### src/rtl/sensor_pkg.sv
// Shared types and defaults for the round-robin sensor scanner.
// Debounce counters live per channel; scheduling lives in the top.
package sensor_pkg;

  typedef enum logic [1:0] {
    IDLE,
    SCAN,
    HOLD
  } scan_state_t;

  localparam int DEF_DEB_CNT = 3;
  localparam int DEF_DWELL   = 2;

  function automatic int cw(input int n);
    return (n > 1) ? $clog2(n) : 1;
  endfunction

endpackage

### src/rtl/sensor_deb_cnt.sv
// Per-channel run counter of consecutive samples disagreeing with Z.
// Raises commit on the sample that completes the run.
module sensor_deb_cnt
  import sensor_pkg::*;
#(
  parameter  int DEB_CNT = DEF_DEB_CNT,
  localparam int NW      = $clog2(DEB_CNT + 1)
) (
  input  logic          clk,
  input  logic          rst_n,
  input  logic          load,
  input  logic          smp,
  input  logic          s,
  input  logic          z,
  output logic [NW-1:0] cnt,
  output logic          commit
);

  localparam logic [NW-1:0] LAST = NW'(DEB_CNT - 1);

  assign commit = smp && (s != z) && (cnt == LAST);

  // A blocked commit keeps cnt at LAST until load clears it.
  always_ff @(posedge clk) begin
    if (!rst_n) begin
      cnt <= '0;
    end else if (load) begin
      cnt <= '0;
    end else if (smp) begin
      if (s == z) begin
        cnt <= '0;
      end else if (cnt != LAST) begin
        cnt <= cnt + 1'b1;
      end
    end
  end

endmodule

### src/rtl/sensor_scan_ctrl.sv
// Round-robin scan of N_CH sensors through one debounce engine.
// Each Z flip is reported once over a VLD/ACK event port.
module sensor_scan_ctrl
  import sensor_pkg::*;
#(
  parameter  int N_CH    = 4,
  parameter  int DEB_CNT = DEF_DEB_CNT,
  parameter  int DWELL   = DEF_DWELL,
  localparam int CW      = cw(N_CH)
) (
  input  logic            CLK,
  input  logic            MR_N,
  input  logic            EN,
  input  logic [N_CH-1:0] X,
  output logic [CW-1:0]   SEL,
  output logic [N_CH-1:0] Z,
  output logic            EVT_VLD,
  output logic [CW-1:0]   EVT_CH,
  output logic            EVT_LVL,
  input  logic            EVT_ACK
);

  localparam int NW = $clog2(DEB_CNT + 1);
  localparam int DW = cw(DWELL);

  localparam logic [DW-1:0] DLAST = DW'(DWELL - 1);
  localparam logic [CW-1:0] SLAST = CW'(N_CH - 1);
  localparam logic [NW-1:0] CLAST = NW'(DEB_CNT - 1);

  scan_state_t state, nxt;

  logic [DW-1:0]   dwell;
  logic [NW-1:0]   cnt [N_CH];
  logic [N_CH-1:0] smp_v;
  logic [N_CH-1:0] load_v;
  logic [N_CH-1:0] flag_v;

  logic s;
  logic smp;
  logic ok;
  logic req;
  logic pend;
  logic blocked;
  logic commit;
  logic adv;
  logic dw_clr;
  logic dw_inc;

  // In HOLD the pending sample is simply the inverse of the held Z.
  assign s       = (state == HOLD) ? ~Z[SEL] : ~X[SEL];
  assign smp     = (state == SCAN) && EN && (dwell == DLAST);
  assign ok      = !EVT_VLD || EVT_ACK;
  assign req     = |flag_v;
  assign pend    = (cnt[SEL] == CLAST);
  assign blocked = smp && req && !ok;

  for (genvar i = 0; i < N_CH; i++) begin : g_ch
    assign smp_v[i]  = smp && (SEL == CW'(i));
    assign load_v[i] = commit && (SEL == CW'(i));

    sensor_deb_cnt #(
      .DEB_CNT(DEB_CNT)
    ) u_deb (
      .clk   (CLK),
      .rst_n (MR_N),
      .load  (load_v[i]),
      .smp   (smp_v[i]),
      .s     (s),
      .z     (Z[i]),
      .cnt   (cnt[i]),
      .commit(flag_v[i])
    );
  end

  always_ff @(posedge CLK) begin
    if (!MR_N) begin
      state <= IDLE;
    end else begin
      state <= nxt;
    end
  end

  always_comb begin
    nxt = state;
    unique case (state)
      IDLE: if (EN) nxt = SCAN;
      SCAN: begin
        if (!EN) begin
          nxt = IDLE;
        end else if (blocked) begin
          nxt = HOLD;
        end
      end
      HOLD: if (EVT_ACK) nxt = EN ? SCAN : IDLE;
      default: nxt = IDLE;
    endcase
  end

  always_comb begin
    commit = 1'b0;
    adv    = 1'b0;
    dw_clr = 1'b0;
    dw_inc = 1'b0;
    unique case (1'b1)
      state == IDLE: dw_clr = EN;
      state == SCAN: begin
        if (smp) begin
          commit = req && ok;
          adv    = !req || ok;
          dw_clr = adv;
        end else begin
          dw_inc = EN;
        end
      end
      state == HOLD: begin
        commit = pend && EVT_ACK;
        adv    = commit;
        dw_clr = commit;
      end
      default: ;
    endcase
  end

  always_ff @(posedge CLK) begin
    if (!MR_N) begin
      dwell   <= '0;
      SEL     <= '0;
      Z       <= '0;
      EVT_VLD <= 1'b0;
      EVT_CH  <= '0;
      EVT_LVL <= 1'b0;
    end else begin
      if (dw_clr) begin
        dwell <= '0;
      end else if (dw_inc) begin
        dwell <= dwell + 1'b1;
      end
      if (adv) begin
        SEL <= (SEL == SLAST) ? '0 : SEL + 1'b1;
      end
      if (commit) begin
        Z[SEL]  <= s;
        EVT_VLD <= 1'b1;
        EVT_CH  <= SEL;
        EVT_LVL <= s;
      end else if (EVT_ACK) begin
        EVT_VLD <= 1'b0;
      end
    end
  end

endmodule
### config.mk
export PLATFORM = sky130hd
export DESIGN_NAME = sensor_scan_ctrl
export DESIGN_NICKNAME = d
export VERILOG_FILES = /design/src/rtl/sensor_pkg.sv /design/src/rtl/sensor_deb_cnt.sv /design/src/rtl/sensor_scan_ctrl.sv
export SDC_FILE = /design/constraint.sdc
export NUM_CORES = 1
export LEC_CHECK = 0
export ABC_AREA = 1
export BUFFER_PORTS_ARGS = -buffer_cell sky130_fd_sc_hd__clkbuf_2
export CAP_MARGIN = 20
export CORE_AREA = 8 8 75 77
export CTS_CLUSTER_SIZE = 16
export DETAILED_ROUTE_END_ITERATION = 8
export DIE_AREA = 0 0 83 85
export PLACE_DENSITY = 0.61
export REMOVE_ABC_BUFFERS = 1
export SLEW_MARGIN = 5
export SYNTH_ARGS = -nofsm -noshare
export SYNTH_HDL_FRONTEND = slang
export SYNTH_SLANG_ARGS = --single-unit
export TNS_END_PERCENT = 100
### constraint.sdc
create_clock -name CLK -period 5.1 [get_ports CLK]
set_clock_uncertainty 0.15 [all_clocks]
set_input_delay 0.51 -clock CLK [delete_from_list [all_inputs] [get_ports CLK]]
set_output_delay 0.51 -clock CLK [all_outputs]
set_load 0.02 [all_outputs]
Word level (Yosys, flattened, before mapping)
Cells that the tools add are included.
- memories: 0
- output and inout bits: 10
- bits in registers: 21
- bits in latches: 0
- input port bits: 8
- memory bits (writable): 0
- memory bits (read-only): 0
- logic and storage cells: 130
- muxes and demuxes: 35
- eq/ne operators: 25
- reduce and logical (&&, ||, !) cells: 46
- bitwise gates (word level): 4
- magnitude comparators: 3
- divide/modulo/power cells: 0
- shifts and indexed selects: 0
- $mul: 0
- $add $sub $neg: 6
- operator list (operator ; count):
    two-way mux 2 bit ; 15
    logical AND 1 bit ; 23
    equality test 2 bit (second input constant) ; 8
    != test 2 bit (second input constant) ; 6
    two-way mux 1 bit ; 11
    adder 2 x 1 -> 2 bit (second input constant) ; 5
    nonzero test 2 bit ; 5
    OR reduction 2 bit ; 5
    AND reduction 2 bit ; 4
    one-hot mux 2 bit (3 select lines) ; 1
    binary-select mux 1 bit (select 2 bit) ; 2
    binary-select mux 2 bit (select 2 bit) ; 1
    bitwise mux 4 bit ; 1
    equality test 1 bit ; 4
    equality test 2 x 1 -> 1 bit (second input constant) ; 2
    logical NOT 2 bit ; 2
    != test 1 bit ; 4
    one-hot mux 1 bit (2 select lines) ; 2
    OR reduction 4 bit ; 1
    greater-or-equal comparator 3 bit (second input constant) ; 1
    logical NOT 1 bit ; 3
    less-than comparator 2 x 3 -> 1 bit (second input constant) ; 1
    != test 3 bit (second input constant) ; 1
    inverter 1 bit ; 3
    other kinds (7) ; 8

Depth between registers and ports, before layout
- word-level depth: 13
- mapped depth: 16
- gate-level depth less buffers: 15

Modules after synthesis
A second synthesis with hierarchy kept.
- cell total of the unflattened synthesis: 250
- area total of the unflattened synthesis: 1682.9 sq um
- by module, submodules not included (module ; area an instance (sq um) ; instances ; sequential area each (sq um) ; cells an instance):
    sensor_scan_ctrl ; 1062.3 ; 1 ; 260.2 ; 154
    sensor_deb_cnt ; 155.1 ; 4 ; 40.0 ; 24

Worst setup path after synthesis
OpenSTA, ideal clock, no wires.
- kind: register -> register
- start point: reg SEL[0]
- end point: reg EVT_CH[1]
- required time: 4.834 ns
- path buffers: 1
- cell stages (with the launch flop): 17
- period minus slack after synthesis: 2.074 ns
- library setup time: 0.116 ns
- data arrival time: 1.808 ns
- slack: 3.026 ns
- cell sequence: dfxtp_1 > buf_6 > inv_6 > nand2_1 > nand3_1 > nand3_4 > nand2_4 > nand2_2 > nand2_2 > nand3_2 > nand2_2 > o21ai_2 > nand2_4 > nand2_4 > inv_2 > nor2_1 > nor2_1
- word-level cells in the longest chain between the ends: 11
- elaborated cells between the ends (all ways): 37
- classes of those cells: 8 x eq/ne; 10 x mux; 3 x bitwise; 16 x reduce/logical
- RTL lines (item ; line ; source):
    start, declared ; sensor_scan_ctrl.sv:15 ; output logic [CW-1:0] SEL,
    start signal, assigned ; sensor_scan_ctrl.sv:139 ; SEL <= (SEL == SLAST) ? '0 : SEL + 1'b1;
    binary-select mux 1 bit (select 2 bit) ; sensor_scan_ctrl.sv:50 ; assign s = (state == HOLD) ? ~Z[SEL] : ~X[SEL];
    two-way mux 1 bit (not written as such) ; sensor_scan_ctrl.sv:50 ;
    inverter 1 bit ; sensor_scan_ctrl.sv:50 ;
    two-way mux 1 bit ; sensor_scan_ctrl.sv:50 ;
    != test 1 bit ; sensor_deb_cnt.sv:21 ; assign commit = smp && (s != z) && (cnt == LAST);
    logical AND 1 bit (2 in a row) ; sensor_deb_cnt.sv:21 ;
    OR reduction 4 bit ; sensor_scan_ctrl.sv:53 ; assign req = |flag_v;
    logical AND 1 bit ; sensor_scan_ctrl.sv:108 ; commit = req && ok;
    two-way mux 1 bit ; sensor_scan_ctrl.sv:107 ; if (smp) begin
    one-hot mux 1 bit (2 select lines) * ; sensor_scan_ctrl.sv:104 ; unique case (1'b1)
    end signal, assigned ; sensor_scan_ctrl.sv:130 ; EVT_CH <= '0;
    end signal, assigned ; sensor_scan_ctrl.sv:144 ; EVT_CH <= SEL;
    end, declared ; sensor_scan_ctrl.sv:18 ; output logic [CW-1:0] EVT_CH,
Mark *: on every way between the ends. The rest lies on a longest branch, timed or not. The select of a mux whose other input is x is not followed.
A chain may end at the register's enable or synchronous reset.

Worst setup path after layout
- start point: reg SEL[0]
- end point: reg g_ch[0].u_deb.cnt[0]
- word-level cells in the longest chain between the ends: 13
- elaborated cells between the ends (all ways): 43
- classes of those cells: 9 x eq/ne; 11 x mux; 3 x bitwise; 20 x reduce/logical
- RTL lines (item ; line ; source):
    binary-select mux 1 bit (select 2 bit) ; sensor_scan_ctrl.sv:50 ;
    two-way mux 1 bit (not written as such) ; sensor_scan_ctrl.sv:50 ;
    inverter 1 bit ; sensor_scan_ctrl.sv:50 ;
    two-way mux 1 bit ; sensor_scan_ctrl.sv:50 ;
    != test 1 bit ; sensor_deb_cnt.sv:21 ;
    logical AND 1 bit (2 in a row) ; sensor_deb_cnt.sv:21 ;
    OR reduction 4 bit ; sensor_scan_ctrl.sv:53 ;
    logical AND 1 bit ; sensor_scan_ctrl.sv:108 ;
    two-way mux 1 bit ; sensor_scan_ctrl.sv:107 ;
    one-hot mux 1 bit (2 select lines) ; sensor_scan_ctrl.sv:104 ;
    logical AND 1 bit ; sensor_scan_ctrl.sv:59 ; assign load_v[i] = commit && (SEL == CW'(i));
    OR reduction 2 bit (no source line) ; n/a ;
    end signal, assigned ; sensor_deb_cnt.sv:33 ; cnt <= cnt + 1'b1;
    end, declared ; sensor_deb_cnt.sv:15 ; output logic [NW-1:0] cnt,
Several ways; a longest one is shown, not always the timed one. The select of a mux whose other input is x is not followed.

==> impl_metrics.tcl <==
set metrics [dict create \
    status "complete, no violations" \
    nets 257 \
    setup_violations 0 \
    finalCriticalPeriod_ns 2.315 \
    ys_seq_area_share_pct 27.72 \
    die_w_um 83 \
    hold_class "reg -> reg" \
    hpwl_mm 2.533 \
    drt.antenna.violating_nets 0 \
    rsz0062_at_grt "no" \
    seq_area_sq_um 420.4 \
    gp_congestion 0.9079 \
    hold_viol 0 \
    io_pins 18 \
    critPathLaunch "SEL[0]" \
    num_vias 1308 \
    htreeDepth 1 \
    peakVddDrop_mv 0.1023 \
    fin_setup_tns_ns 0 \
    grt_pass1_wl_mm 5.706 \
    clock-root-buffer "clkbuf_8" \
    clk_pin_slew_ns 0.08 \
    grt.total_usage_pct 9.660 \
    drv_slew 0 \
    portBuffers 17 \
    drtPass1Iterations 4 \
    cts_made_buffers 3 \
    min_from "g_ch[1].u_deb.cnt[0]" \
    cp-start-kind "flop" \
    crit_slowest_cell "dfxtp_1" \
    path_common_cell "nand2_1" \
    drive_gt1_share_pct 21.61 \
    grt_pass1_vias 1261 \
    yosysUniqueCellTypes 23 \
    die_area_sq_um 7055 \
    syn_to_final_growth_pct 9.406 \
    antennaDiodeCount 0 \
    relSlewSlack_pct 66.26 \
    routed_wl_mm 3.254 \
    fin_area_sq_um 1659 \
    syn_area_per_cell_sq_um 6.800 \
    cts_tree "yes" \
    num_rows 25 \
    clk_latency_ns 0.27 \
    wl_per_cell_um 11.22 \
    grt_max_degree 18 \
    post_cts_buffers 0 \
    timing.rr.start "SEL[0]" \
    cts_resized 0 \
    antenna_found_initial 0 \
    fmax_ghz 0.4319 \
    clock_sinks 21 \
    start_util_pct 33.43 \
    ys_ff_latch 21 \
    hold_buffers 0 \
    overflow 0 \
    critPathMaxStageDelay_ns 0.64 \
    fill_cells 485 \
    syn_inst 223 \
    p_leak_nw 0.8001 \
    coreArea_sq_um 4536 \
    drtIter0Drc 74 \
    critPathArrivalTime_ns 2.37 \
    clockBufferDepth 2 \
    cp.required_ns 5.16 \
    cp_cell_sequence "inv_6 -> nand2_1 -> nand3_1 -> nand3_4 -> nand2_4 -> nand2_1 -> nand2_2 -> nand3_1 -> nand2_2 -> o21ai_2 -> nand2_4 -> nand3_2 -> nand2_1 -> a21oi_2" \
    yosys_warnings 0 \
    remaining_drc_errors 0 \
    die_h_um 85 \
    multiInputGateArea_sq_um 895.9 \
    fin_crit_sh_pct 45.40 \
    crit_path_end_kind "flop" \
    power_density_nw_per_um2 284.5 \
    vias_per_cell 4.510 \
    netlist_area_sq_um 1516 \
    worst_pin_slew_ns 0.5054 \
    crit_type "reg -> reg" \
    placed_cell_area_sq_um 1613 \
    max_cap_violations 0 \
    crit_fanout 12 \
]
## synthesized netlist by cell type, drive strengths merged
library cell / n / area (sq um)
nor2: 29 / 108.9
buf: 8 / 56.30
a21oi: 10 / 68.81
nand2: 59 / 266.5
inv: 37 / 143.9
ha: 12 / 150.1
nor3b: 1 / 7.510
o21ai: 13 / 72.57
o22ai: 1 / 6.260
nand3: 30 / 202.7
dfxtp: 21 / 420.4
nand4: 2 / 12.51
## worst max-delay path, delay by kind of cell, from the launching register on
kind | cells | cell delay [ns]
flip-flops | 1 | 0.64
AND/OR/NAND/NOR | 11 | 1.10
AO/OA/AOI/OAI | 2 | 0.27
buffers and inverters | 1 | 0.09
## state kept, by name, summed over array words and instances (netlist names)
name / cells
EVT_VLD: 1
state: 2
Z: 4
g_ch.u_deb.cnt: 8
EVT_LVL: 1
dwell: 1
EVT_CH: 2
SEL: 2
## power breakdown
group / internal [W] / switching, W
clock network: 0.0000547 / 0.0000604
registers: 0.000173 / 0.00000939
logic: 0.0000533 / 0.000121
total: 0.000281 / 0.000191
## through the flow
stage                     hold slack [ns]  cells  util [%]  worst slack [ns]  power (W)
after global routing               0.3396    290     36.58             2.559  0.0005110
after CTS                          0.3287    290     36.58             2.773  0.0004806
after floorplan                    0.2975    215         -             2.965  0.0003238
after global placement             0.3050    286     35.56             2.832  0.0003625
after detailed placement           0.3147    286     35.56             2.786  0.0003624
final                              0.3225    290     36.58             2.785  0.0004720
## placed cells by master (no fill, tap or decap)
cell type and count:
nand3_2 8, o21ai_1 2, inv_6 1, nand4_1 2, inv_1 35, ha_1 12
nand3_1 21, clkbuf_2 17, o21ai_2 2, nand2_1 47, clkbuf_8 3, nand2_2 9
a21oi_2 5, clkinv_2 1, o21ai_0 9, dfxtp_1 21, nor2_1 29, nand3_4 1
a21oi_1 5, nor3b_1 1, o22ai_1 1, nand2_4 3, inv_2 1
## area by class of cell
type                            instances  share of cell area (%)
Clock buffer                            3                   2.489
Clock inverter                          1                  0.3017
Inverter                               37                   8.673
Multi-Input combinational cell        157                   54.00
Sequential cell                        21                   25.34
Tap cell                               54                   4.072
Timing Repair Buffer                   17                   5.128
## routing by layer
metal / vias to the layer above / part of all wire (%) / GRT usage (%)
li1: 724 / - / -
met4: 0 / 2.2 / 5.272
met1: 563 / 49 / 11.47
met2: 16 / 46 / 16.12
met3: 5 / 3.1 / 1.628
met5: - / 0 / 0
## cells by family after synthesis
family | count (synthesis) | synth area share [%]
DFF | 21 | 27.72
and+or+nand+nor | 121 | 39.44
adders and majority gates | 12 | 9.901
AOI/OAI and AO/OA | 24 | 9.736
buffers and inverters | 45 | 13.20
## path summary, 6_finish.rpt
kind	to	slack, ns	cells after the start
worst max-delay path	g_ch[0].u_deb.cnt[0]	2.78	14
worst min-delay path	g_ch[1].u_deb.cnt[0]	0.32	2
worst max register to register	g_ch[0].u_deb.cnt[0]	2.78	14
worst min register to register	g_ch[1].u_deb.cnt[0]	0.32	2
Note: power is estimated with default switching activity, not from simulation.
